==> src/rtl/binary_bbox_overlay_pkg.sv <==
`default_nettype none
// ============================================================================
// Module   : binary_bbox_overlay_pkg
// Desc     : Shared constants and FSM states for the binary bbox overlay.
// Revision : 1.0
// ============================================================================
package binary_bbox_overlay_pkg;

    localparam int          c_COORD_W   = 12;
    localparam logic [23:0] c_BOX_COLOR = 24'hFF0000;
    localparam int          c_PANEL_W   = 480;
    localparam int          c_PANEL_H   = 272;

    typedef enum logic [1:0] {
        ST_IDLE  = 2'd0,
        ST_ACCUM = 2'd1,
        ST_LATCH = 2'd2
    } state_t;

endpackage
`default_nettype wire

==> src/rtl/binary_bbox_overlay_accum.sv <==
`default_nettype none
// ============================================================================
// Module   : bbox_accum
// Desc     : Min/max/count accumulator of flagged pixel coordinates.
// Revision : 1.0
// ============================================================================
module bbox_accum
    import binary_bbox_overlay_pkg::*;
#(
    parameter int COORD_W = c_COORD_W,
    parameter int CNT_W   = 20
) (
    input  logic               clk,
    input  logic               rst,
    input  logic               i_clear,
    input  logic               i_seed,
    input  logic               i_update,
    input  logic [COORD_W-1:0] i_x,
    input  logic [COORD_W-1:0] i_y,
    output logic [COORD_W-1:0] o_x_min,
    output logic [COORD_W-1:0] o_x_max,
    output logic [COORD_W-1:0] o_y_min,
    output logic [COORD_W-1:0] o_y_max,
    output logic [CNT_W-1:0]   o_cnt
);

    logic [COORD_W-1:0] r_x_min, r_x_max, r_y_min, r_y_max;
    logic [CNT_W-1:0]   r_cnt;

    // Seeding takes priority over clearing so a pixel in the clear cycle is kept.
    always_ff @(posedge clk) begin
        if (rst || (i_clear && !i_seed)) begin
            r_x_min <= '1;
            r_x_max <= '0;
            r_y_min <= '1;
            r_y_max <= '0;
            r_cnt   <= '0;
        end else if (i_seed) begin
            r_x_min <= i_x;
            r_x_max <= i_x;
            r_y_min <= i_y;
            r_y_max <= i_y;
            r_cnt   <= CNT_W'(1);
        end else if (i_update) begin
            if (i_x < r_x_min) r_x_min <= i_x;
            if (i_x > r_x_max) r_x_max <= i_x;
            if (i_y < r_y_min) r_y_min <= i_y;
            if (i_y > r_y_max) r_y_max <= i_y;
            if (r_cnt != '1)   r_cnt   <= r_cnt + CNT_W'(1);
        end
    end

    assign o_x_min = r_x_min;
    assign o_x_max = r_x_max;
    assign o_y_min = r_y_min;
    assign o_y_max = r_y_max;
    assign o_cnt   = r_cnt;

endmodule
`default_nettype wire

==> src/rtl/binary_bbox_overlay.sv <==
`default_nettype none
// ============================================================================
// Module   : binary_bbox_overlay
// Desc     : Bounding box of flagged pixels per frame, drawn over next frame.
// Revision : 1.0
// ============================================================================
module binary_bbox_overlay
    import binary_bbox_overlay_pkg::*;
#(
    parameter int          COORD_W    = c_COORD_W,
    parameter int          CNT_W      = 20,
    parameter int          MIN_PIXELS = 64,
    parameter int          BORDER     = 2,
    parameter logic [23:0] BOX_COLOR  = c_BOX_COLOR
) (
    input  logic               clk,
    input  logic               rst,
    input  logic               i_hs,
    input  logic               i_vs,
    input  logic               i_de,
    input  logic [COORD_W-1:0] i_x,
    input  logic [COORD_W-1:0] i_y,
    input  logic [23:0]        i_data,
    input  logic               i_flag,
    output logic               o_hs,
    output logic               o_vs,
    output logic               o_de,
    output logic [COORD_W-1:0] o_x,
    output logic [COORD_W-1:0] o_y,
    output logic [23:0]        o_data,
    output logic               o_box_valid,
    output logic [COORD_W-1:0] o_x_min,
    output logic [COORD_W-1:0] o_x_max,
    output logic [COORD_W-1:0] o_y_min,
    output logic [COORD_W-1:0] o_y_max,
    output logic [CNT_W-1:0]   o_pix_cnt
);

    localparam logic [COORD_W-1:0] c_BORDER     = COORD_W'(BORDER);
    localparam logic [CNT_W-1:0]   c_MIN_PIXELS = CNT_W'(MIN_PIXELS);

    state_t             r_state;
    logic               r_vs_d;
    logic               r_hs, r_vs, r_de;
    logic [COORD_W-1:0] r_x, r_y;
    logic [23:0]        r_data;
    logic               r_box_valid;
    logic [COORD_W-1:0] r_x_min, r_x_max, r_y_min, r_y_max;
    logic [CNT_W-1:0]   r_pix_cnt;

    logic               w_vs_rise, w_pix;
    logic               w_clear, w_seed, w_update;
    logic [COORD_W-1:0] w_acc_x_min, w_acc_x_max, w_acc_y_min, w_acc_y_max;
    logic [CNT_W-1:0]   w_acc_cnt;
    logic               w_in_box, w_near_edge, w_overlay;

    assign w_vs_rise = i_vs && !r_vs_d;
    assign w_pix     = i_de && i_flag;

    always_comb begin
        w_clear  = 1'b0;
        w_seed   = 1'b0;
        w_update = 1'b0;
        case (r_state)
            ST_IDLE:  w_clear  = w_vs_rise;
            ST_ACCUM: w_update = w_pix;
            ST_LATCH: begin
                w_clear = 1'b1;
                w_seed  = w_pix;
            end
            default: ;
        endcase
    end

    bbox_accum #(
        .COORD_W (COORD_W),
        .CNT_W   (CNT_W)
    ) u_accum (
        .clk      (clk),
        .rst      (rst),
        .i_clear  (w_clear),
        .i_seed   (w_seed),
        .i_update (w_update),
        .i_x      (i_x),
        .i_y      (i_y),
        .o_x_min  (w_acc_x_min),
        .o_x_max  (w_acc_x_max),
        .o_y_min  (w_acc_y_min),
        .o_y_max  (w_acc_y_max),
        .o_cnt    (w_acc_cnt)
    );

    // Edge distances are only meaningful inside the box, which keeps them non-negative.
    assign w_in_box    = (i_x >= r_x_min) && (i_x <= r_x_max) &&
                         (i_y >= r_y_min) && (i_y <= r_y_max);
    assign w_near_edge = ((i_x - r_x_min) < c_BORDER) || ((r_x_max - i_x) < c_BORDER) ||
                         ((i_y - r_y_min) < c_BORDER) || ((r_y_max - i_y) < c_BORDER);
    assign w_overlay   = r_box_valid && i_de && w_in_box && w_near_edge;

    always_ff @(posedge clk) begin
        if (rst) begin
            r_state     <= ST_IDLE;
            r_vs_d      <= 1'b0;
            r_hs        <= 1'b0;
            r_vs        <= 1'b0;
            r_de        <= 1'b0;
            r_x         <= '0;
            r_y         <= '0;
            r_data      <= '0;
            r_box_valid <= 1'b0;
            r_x_min     <= '0;
            r_x_max     <= '0;
            r_y_min     <= '0;
            r_y_max     <= '0;
            r_pix_cnt   <= '0;
        end else begin
            r_vs_d <= i_vs;
            r_hs   <= i_hs;
            r_vs   <= i_vs;
            r_de   <= i_de;
            r_x    <= i_x;
            r_y    <= i_y;
            r_data <= w_overlay ? BOX_COLOR : i_data;
            case (r_state)
                ST_IDLE:  if (w_vs_rise) r_state <= ST_ACCUM;
                ST_ACCUM: if (w_vs_rise) r_state <= ST_LATCH;
                ST_LATCH: begin
                    r_x_min     <= w_acc_x_min;
                    r_x_max     <= w_acc_x_max;
                    r_y_min     <= w_acc_y_min;
                    r_y_max     <= w_acc_y_max;
                    r_pix_cnt   <= w_acc_cnt;
                    r_box_valid <= (w_acc_cnt >= c_MIN_PIXELS);
                    r_state     <= ST_ACCUM;
                end
                default:  r_state <= ST_IDLE;
            endcase
        end
    end

    assign o_hs        = r_hs;
    assign o_vs        = r_vs;
    assign o_de        = r_de;
    assign o_x         = r_x;
    assign o_y         = r_y;
    assign o_data      = r_data;
    assign o_box_valid = r_box_valid;
    assign o_x_min     = r_x_min;
    assign o_x_max     = r_x_max;
    assign o_y_min     = r_y_min;
    assign o_y_max     = r_y_max;
    assign o_pix_cnt   = r_pix_cnt;

endmodule
`default_nettype wire

==> config.mk <==
export PLATFORM = sky130hd
export DESIGN_NAME = binary_bbox_overlay
export DESIGN_NICKNAME = d
export VERILOG_FILES = /design/src/rtl/binary_bbox_overlay_pkg.sv /design/src/rtl/binary_bbox_overlay_accum.sv /design/src/rtl/binary_bbox_overlay.sv
export SDC_FILE = /design/constraint.sdc
export NUM_CORES = 1
export LEC_CHECK = 0
export ABC_CLOCK_PERIOD_IN_PS = 3700
export CAP_MARGIN = 20
export CELL_PAD_IN_SITES_DETAIL_PLACEMENT = 1
export CELL_PAD_IN_SITES_GLOBAL_PLACEMENT = 2
export CORE_MARGIN = 5
export CORE_UTILIZATION = 32
export DETAILED_ROUTE_END_ITERATION = 6
export PLACE_DENSITY = 0.91
export SYNTH_ARGS = -nofsm -noshare
export SYNTH_HDL_FRONTEND = slang
export SYNTH_SLANG_ARGS = --single-unit
export TNS_END_PERCENT = 20
==> constraint.sdc <==
create_clock -name clk -period 3.7 [get_ports clk]
set_clock_uncertainty 0.2 [all_clocks]
set_input_delay 0.37 -clock clk [delete_from_list [all_inputs] [get_ports clk]]
set_output_delay 0.37 -clock clk [all_outputs]
set_load 0.005 [all_outputs]
==> results.ini, run 1 <==
[timing]
slew_violations=0
worst_pin_slew_ns=0.994
fin_crit_ns=3.40
worst_slack_ns=0.304
final-setup-viol-count=0
maxSlewHeadroom=0.337
period_share=0.918
finalHoldViolations=0
rsz0062_at_grt=no
clock.fmax_mhz=294

[global_route]
use_met3=0.0282
grt_max_degree=71
antenna_found_initial=0
met2_usage=0.355
grt_busiest_layer=met2
use_met1=0.233
grt_pass1_vias=10674
globalRouteOverflowTotal=0
grt_use_total=0.194
grt_pass1_wl_um=57000

[routing]
antenna_left=0
vias_per_cell=5.15
wl_per_cell_um=18.1
drtIter0Drc=454
wirelength_um=36000
vias=10222
first_pass_iters=5
drc=0

[critical_path]
cp-end-kind=flop
crit_arrival_ns=3.53
path_class=in -> reg
cp_max_fo=13
worstSetupStartpointType=input pin
crit_buf_inv=3
worst-endpoint-required_ns=3.84
path_cells=clkdlybuf4s50_1 -> buf_4 -> ha_1 -> inv_1 -> fa_1 -> a211oi_1 -> nor2_1 -> a31oi_1 -> o31ai_1 -> a2111oi_0 -> or4_4 -> a21oi_1 -> o41a_2
crit_family=compound AO/OA/AOI/OAI gates
critPathMaxStageDelay_ns=0.51
cp_slowest_cell=clkdlybuf4s50_1

[cts]
cts_buffers=17
cts-root-buf=clkbuf_16
post-cts-setup-buffers=0
cts_sinks=190
cts_tree=built
post_cts_resized=0
clk_latency_ns=0.45
cts.htree.levels=4
cts_max_path_buffers=2
clk_pin_slew_worst_paths_ns=0.07
cts-hold-fix-buffers=0

[layout]
drive_gt1_frac=0.0888
regArea_um2=3800
synthToLayoutAreaGrowth_pct=30.9
stdcell_count=1985
antennaDiodeCount=0
multi_input_area_um2=6090
fillCellCount=3901
fin_nets=1684
fin_util=0.425

[synthesis]
synth_commonest_cells=190 x dfxtp_1, 173 x nand2_1, 123 x inv_1
synth_compound_area_frac=0.185
synth_mux_area_frac=0.0274
synth_edf_count=0
synth_cells=1316
yosysTopAreaCell=dfxtp_1
synth_top_area_share=0.359
synth-main-ff-cell=dfxtp_1
synth_cell_type_count=73
ys_seq_elements=190
synthAdderAreaFrac=0.121
mappedNetlistArea_um2=10600
yosys-top-cells-area=dfxtp_1 36%, ha_1 11%, nand2_1 6.1%
async_reset_ff_frac=0
seq_area_frac_synth=0.359
ys_warn_count=0
avgSynthCellArea_um2=8.05
syn-num-nets=1470
synth_top_family_by_area=simple AND/OR/NAND/NOR gates
synth.most_common_cell=dfxtp_1
synth-simple-area-share=0.212
synth_xor_xnor_area_share=0.0273

[power_and_ir_drop]
ir_drop_v=0.000342
p_leak_nw=5.65
p_per_area_nw_per_um2=350

[place]
dpl.cell_count=1953
place.gp.congestion=0.910
hpwl_um=27600
place_ws_ns=-0.115
portBuffers=173

[floorplanning]
core_area_um2=32600
initial_core_util=0.325
dieArea_um2=36900
die-height_um=192
ioPinCount=174
die_x_um=192
fp-row-count=66

[flow_run]
cap_violations=0

[hold_path]
hold_path.class=in -> reg

[status]
status=complete, no violations

-- per-stage QoR --
stage          hold WS, ns  TNS (ns)  area (um2)  power, W
2_1_floorplan        0.244         0       10600   0.00268
3_3_place_gp         0.243         0       13300   0.00305
3_5_place_dp         0.249     -1.93       13300   0.00308
4_1_cts              0.228         0       13900   0.00490
5_1_grt              0.268         0       13900   0.00508
6_report             0.248         0       13900   0.00485
-- cell type report --
cell class	instances	area share
multi-input combinational	943	0.439
inverter	123	0.0333
tap	442	0.0399
clock buffer	22	0.0327
sequential	190	0.274
clock inverter	10	0.00739
timing repair buffer	255	0.174
-- logic make-up (layout without fill, tap and decap cells) --
group	count (synthesis)	in the layout
mux	29	29
xor+xnor	33	33
flops	190	190
compound gates	302	302
fa+ha+maj	100	100
simple gates	479	479
buf+inv	183	410
-- per-layer routing --
| layer | routed length, um | part of all wire | up-vias |
|---|---|---|---|
| li1 | - | - | 4983 |
| met1 | 15500 | 0.43 | 4980 |
| met2 | 18400 | 0.51 | 211 |
| met3 | 1240 | 0.034 | 48 |
| met4 | 837 | 0.023 | 0 |
| met5 | 0 | 0 | - |
-- flip-flops by register name (all words and copies together) (netlist names) --
name	cells
o_de	1
r_state	2
u_accum.o_y_min	12
u_accum.o_x_max	12
o_y_min	12
u_accum.o_y_max	12
o_y	12
o_x_min	12
o_x_max	12
o_box_valid	1
u_accum.o_cnt	20
o_vs	1
o_hs	1
o_y_max	12
o_pix_cnt	20
o_data	24
u_accum.o_x_min	12
o_x	12
-- worst register-to-register path: stages (launching register included) --
cell and delay (ns):
dfxtp_1 0.35, inv_1 0.09, ha_1 0.18, inv_1 0.06, fa_1 0.40, a211oi_1 0.31, nor2_1 0.12, a31oi_1 0.25
o31ai_1 0.15, a2111oi_0 0.46, or4_4 0.32, a21oi_1 0.12, o41a_2 0.16
-- cells in the final DEF (no fill, tap or decap), drive strengths merged, types with 3 or more instances in the layout --
master	netlist	final
o41a	8	8
clkdlybuf4s50	0	172
o21ai	55	55
o41ai	16	16
nor2b	14	14
nand4	22	22
a21boi	3	3
o2111ai	4	4
and3	7	7
clkbuf	44	22
nor4	11	11
a21oi	119	119
a211oi	12	12
a21o	25	25
nand2	173	173
xnor2	13	13
nor3	18	18
ha	96	96
clkinv	0	3
o21bai	4	4
or2	5	5
xor2	20	20
mux2i	29	29
nor2	105	105
a211o	6	6
a31oi	9	9
inv	123	127
or4	4	4
a2111oi	7	7
dfxtp	190	190
o21a	6	6
nand2b	42	42
o211a	3	3
o22ai	8	8
o31ai	5	5
fa	4	4
buf	16	83
nand3	65	65
-- path summary, 6_finish.rpt --
| check | startpoint | cells past startpoint | endpoint | slack, ns |
|---|---|---|---|---|
| hold / removal | rst | 2 | o_y[6] | 0.25 |
| setup reg to reg | o_y_max[0] | 12 | o_data[16] | 0.42 |
| hold reg to reg | o_pix_cnt[7] | 2 | o_pix_cnt[7] | 0.26 |
| setup / recovery | i_y[0] | 13 | o_data[16] | 0.30 |
-- power by group --
| part | switching (W) | leakage (nW) | total (W) | internal, W |
|---|---|---|---|---|
| Sequential | 0.0000451 | 1.55 | 0.00216 | 0.00212 |
| Combinational | 0.000464 | 3.84 | 0.000870 | 0.000406 |
| Clock | 0.000863 | 0.266 | 0.00182 | 0.000956 |
| Total | 0.00137 | 5.65 | 0.00485 | 0.00348 |
(Power assumes the default switching activity.)
==> inputs of run 2 (changes only) <==
CORE_ASPECT_RATIO = 1.2   (was unset)
SKIP_CTS_REPAIR_TIMING = 1   (was unset)
==> results.ini, run 2 (synthesized netlist as in run 1, its figures left out) <==
[routing]
vias=10132  ; -0.88%
drc=0  ; unchanged
antenna_left=0  ; unchanged
wirelength_um=35700  ; -0.58%
first_pass_iters=4  ; -1
drtIter0Drc=433  ; -4.6%
wl_per_cell_um=17.8  ; -1.7%
vias_per_cell=5.05  ; -2.0%

[timing]
period_share=0.913  ; -0.00454
finalHoldViolations=0  ; unchanged
worst_slack_ns=0.321  ; +0.0168 ns
fin_crit_ns=3.38  ; -0.0168 ns
final-setup-viol-count=0  ; unchanged
maxSlewHeadroom=0.456  ; +0.119
rsz0062_at_grt=no
slew_violations=0  ; unchanged
clock.fmax_mhz=296  ; +0.50%
worst_pin_slew_ns=0.810  ; -0.184 ns

[layout]
fin_nets=1698  ; +0.83%
stdcell_count=2008  ; +1.2%
largest_reg_flops=24  ; unchanged
most-common-layout-cells=190 x dfxtp_1, 173 x nand2_1, 172 x clkdlybuf4s50_1
drive_gt1_frac=0.0996  ; +0.0108
synthToLayoutAreaGrowth_pct=32.3
fillCellCount=3925  ; +0.62%
mostFrequentLayoutCell=dfxtp_1

[floorplanning]
core_area_um2=33000  ; +1.1%
dieArea_um2=36900  ; about the same
ioPinCount=174  ; unchanged
die-height_um=209  ; +9.0%
die_x_um=176  ; -8.3%
fp-row-count=73  ; +11%
initial_core_util=0.321  ; -0.00349

[cts]
cts_sinks=190  ; unchanged
cts-root-buf=clkbuf_16
clk_latency_ns=0.44  ; about the same
cts_tree=built
cts_buffers=17  ; unchanged
cts.htree.levels=4  ; unchanged
clk_pin_slew_worst_paths_ns=0.07  ; about the same
cts_max_path_buffers=2  ; unchanged

[critical_path]
crit_arrival_ns=3.50  ; -0.03 ns
worstSetupStartpointType=input pin
path_cells=clkdlybuf4s50_1 -> inv_1 -> ha_1 -> inv_1 -> fa_1 -> a211oi_1 -> nor4_1 -> a21oi_1 -> a21oi_1 -> a2111oi_0 -> buf_4 -> or4_4 -> buf_12 -> nand2b_1 -> o41ai_1
critPathMaxStageDelay_ns=0.50  ; about the same
rr_endpoint=o_data[13]
worst-endpoint-required_ns=3.82  ; -0.02 ns
regToRegStartpoint=o_x_max[0]
cp_max_fo=13  ; unchanged
reg2reg_slack_ns=0.48  ; +0.06 ns
path_class=in -> reg
cp-end-kind=flop
cp_slowest_cell=clkdlybuf4s50_1
ff2ff_path_depth=13  ; +1

[place]
place.gp.congestion=0.899  ; -1.1%
place_ws_ns=-0.118  ; -0.00310 ns
hpwl_um=27800  ; +1.0%
dpl.cell_count=1975  ; +1.1%
portBuffers=173  ; unchanged

[power_and_ir_drop]
p_per_area_nw_per_um2=352  ; +0.58%
power_w=0.00493  ; +1.6%
p_leak_nw=5.73  ; +1.4%
ir_drop_v=0.000336  ; -1.7%

[global_route]
grt_max_degree=71  ; unchanged
grt_pass1_vias=10605  ; -0.65%
globalRouteOverflowTotal=0  ; unchanged
grt_pass1_wl_um=56600  ; -0.76%
grt_use_total=0.190  ; -0.00442
antenna_found_initial=1  ; +1

[hold_path]
worstHoldEndpoint=o_y[2]
hold_path.class=in -> reg
min_from=rst
hold_depth=2  ; unchanged

[flow_run]
cap_violations=0  ; unchanged

[status]
status=complete, no violations

[run 2: cell types whose count changed in the layout (fill, tap and decap cells not counted), sizes merged]
cell	before	now
buf	83	97
clkbuf	22	18
inv	127	131
clkinv	3	1
clkinvlp	2	4
diode	0	1
[run 2: area by class of cell]
cell class,count,area [um2],area share
Antenna cell,1,2.50,0.000178
Timing Repair Buffer,269,2510,0.179
Tap cell,450,563,0.0402
Clock buffer,18,439,0.0313
Inverter,123,462,0.0329
Clock inverter,14,146,0.0104
Multi-Input combinational cell,943,6090,0.435
Sequential cell,190,3800,0.271
[run 2: report_power, final]
group	internal, W	leakage, nW	switching [W]
registers	0.00212	1.55	0.0000477
clock network	0.000974	0.276	0.000913
logic	0.000415	3.90	0.000464
[run 2: worst max path at each step]
stage                       from    endpoint  slack, ns  cells after the start
after floorplan           i_x[0]  o_data[10]       0.67                     12
after global placement    i_x[7]   o_data[3]      -0.05                     13
after detailed placement  i_y[0]   o_data[6]      -0.12                     13
after CTS                 i_y[0]   o_data[6]       0.31                     15
after global routing      i_y[0]   o_data[6]       0.08                     13
final                     i_y[0]   o_data[6]       0.32                     15
[run 2: through the flow]
| step | util | cell area [um2] | hold slack (ns) | TNS [ns] |
|---|---|---|---|---|
| finish | 0.425 | 14000 | 0.186 | 0 |
| CTS | 0.425 | 14000 | 0.160 | 0 |
| detailed placement | 0.407 | 13400 | 0.249 | -1.88 |
| global route | 0.425 | 14000 | 0.189 | 0 |
| global placement | 0.407 | 13400 | 0.245 | -0.657 |
| floorplan | - | 10600 | 0.244 | 0 |
[run 2: worst max-delay path, delay by kind of cell]
family / cells / cell delay [ns]
buffers and inverters: 5 / 1.05
adder cells (fa/ha/maj): 2 / 0.58
AO/OA/AOI/OAI: 5 / 1.10
AND/OR/NAND/NOR: 3 / 0.40
[run 2: per-layer routing]
metal | GRT usage | share of wire
met5 | 0 | 0
met4 | 0.0549 | 0.022
met2 | 0.361 | 0.53
met3 | 0.0211 | 0.022
met1 | 0.222 | 0.42
==> inputs of run 3 (changes only) <==
CORE_ASPECT_RATIO = 0.5   (was 1.2)
CORE_MARGIN = 2   (was 5)
==> results.ini, run 3 (synthesized netlist as in run 1, its figures left out) <==
[cts]
cts_buffers=17  ; unchanged
cts_max_path_buffers=2  ; unchanged
cts-root-buf=clkbuf_16
cts_sinks=190  ; unchanged
cts_tree=built
clk_pin_slew_worst_paths_ns=0.07  ; about the same
cts.htree.levels=4  ; unchanged
clk_latency_ns=0.46  ; +0.02 ns

[critical_path]
worstSetupStartpointType=input pin
crit_arrival_ns=3.56  ; +0.06 ns
path_class=in -> reg
ff2ff_path_depth=13  ; unchanged
worst-endpoint-required_ns=3.83  ; about the same
regToRegStartpoint=o_x_min[0]
cp_slowest_cell=clkdlybuf4s50_1
critPathMaxStageDelay_ns=0.47  ; -0.03 ns
rr_endpoint=o_data[7]
reg2reg_slack_ns=0.39  ; -0.09 ns
cp-end-kind=flop
cp_max_fo=15  ; +2
path_cells=clkdlybuf4s50_1 -> inv_1 -> ha_1 -> inv_1 -> fa_1 -> a211oi_1 -> nor4_1 -> a21oi_1 -> a21oi_1 -> a2111oi_0 -> or4_4 -> buf_12 -> nand2b_1 -> o41ai_1

[timing]
setup_tns_ns=0  ; unchanged
rsz0062_at_grt=no
slew_violations=0  ; unchanged
worst_slack_ns=0.275  ; -0.0459 ns
clock.fmax_mhz=292  ; -1.3%
period_share=0.926  ; +0.0124
finalHoldViolations=0  ; unchanged
worst_pin_slew_ns=0.941  ; +0.131 ns
whs_ns=0.172  ; -0.0142 ns
fin_crit_ns=3.43  ; +0.0459 ns
maxSlewHeadroom=0.370  ; -0.0859
final-setup-viol-count=0  ; unchanged

[floorplanning]
die_x_um=261  ; +48%
initial_core_util=0.323  ; +0.00156
die-height_um=133  ; -37%
ioPinCount=174  ; unchanged
fp-row-count=47  ; -36%
core_area_um2=32800  ; -0.48%
dieArea_um2=34700  ; -6.0%

[power_and_ir_drop]
p_per_area_nw_per_um2=355  ; +0.86%
power_w=0.00490  ; -0.57%
ir_drop_v=0.000345  ; +2.6%
p_leak_nw=5.62  ; -1.9%

[place]
hpwl_um=28900  ; +3.8%
dpl.cell_count=1945  ; -1.5%
place_ws_ns=-0.167  ; -0.0487 ns
place.gp.congestion=0.954  ; +6.1%
portBuffers=173  ; unchanged

[layout]
largest_reg_flops=24  ; unchanged
most-common-layout-cells=190 x dfxtp_1, 173 x nand2_1, 172 x clkdlybuf4s50_1
fin_nets=1677  ; -1.2%
synthToLayoutAreaGrowth_pct=30.4
antennaDiodeCount=0  ; -1
drive_gt1_frac=0.0847  ; -0.0149
stdcell_count=1976  ; -1.6%
mostFrequentLayoutCell=dfxtp_1

[hold_path]
min_from=rst
hold_path.class=in -> reg
hold_depth=4  ; +2
worstHoldEndpoint=u_accum.o_y_min[4]

[routing]
drc=0  ; unchanged
antenna_left=0  ; unchanged
wirelength_um=36700  ; +2.5%
vias_per_cell=5.18  ; +2.8%
wl_per_cell_um=18.5  ; +4.2%
first_pass_iters=5  ; +1
drtIter0Drc=563  ; +30%
vias=10245  ; +1.1%

[global_route]
grt_use_total=0.214  ; +0.0243
grt_max_degree=81  ; +14%
grt_pass1_vias=10851  ; +2.3%
globalRouteOverflowTotal=0  ; unchanged
antenna_found_initial=0  ; -1
grt_pass1_wl_um=58500  ; +3.4%

[status]
status=complete, no violations

[flow_run]
cap_violations=0  ; unchanged

-- run 3: area by class of cell --
cell class / instances / area [um2]
Clock inverter: 11 / 135
Sequential cell: 190 / 3800
Clock buffer: 20 / 437
Timing Repair Buffer: 248 / 2340
Multi-Input combinational cell: 943 / 6090
Tap cell: 441 / 552
Inverter: 123 / 462
Fill cell: 3920 / 19000
-- run 3: stage by stage --
stage | utilization | instance area [um2]
after CTS | 0.421 | 13800
after global placement | 0.404 | 13300
after floorplan | - | 10600
after global routing | 0.421 | 13800
after detailed placement | 0.404 | 13300
final | 0.421 | 13800
-- run 3: worst max path at each step --
stage,cells past startpoint,slack (ns),start,end
6_report,14,0.27,i_y[0],o_data[7]
5_1_grt,14,0.03,i_y[0],o_data[5]
4_1_cts,14,0.30,i_y[0],o_data[7]
3_5_place_dp,14,-0.17,i_y[0],o_data[5]
3_3_place_gp,13,-0.04,i_y[0],o_data[16]
2_1_floorplan,12,0.67,i_x[0],o_data[10]
-- run 3: worst max-delay path: cells and delay by family --
family	cells	cell delay [ns]
compound gates	5	1.20
fa+ha+maj	2	0.61
buf+inv	4	0.85
simple gates	3	0.50
-- run 3: per-layer routing --
layer	GRT usage	share of wire
met1	0.271	0.46
met2	0.375	0.49
met3	0.0333	0.026
met4	0.0644	0.022
met5	0	0
-- run 3: power by group --
part / internal, W / leakage, nW / total, W / switching, W
sequential: 0.00212 / 1.55 / 0.00216 / 0.0000479
clock: 0.00100 / 0.273 / 0.00185 / 0.000852
combinational: 0.000405 / 3.79 / 0.000883 / 0.000478
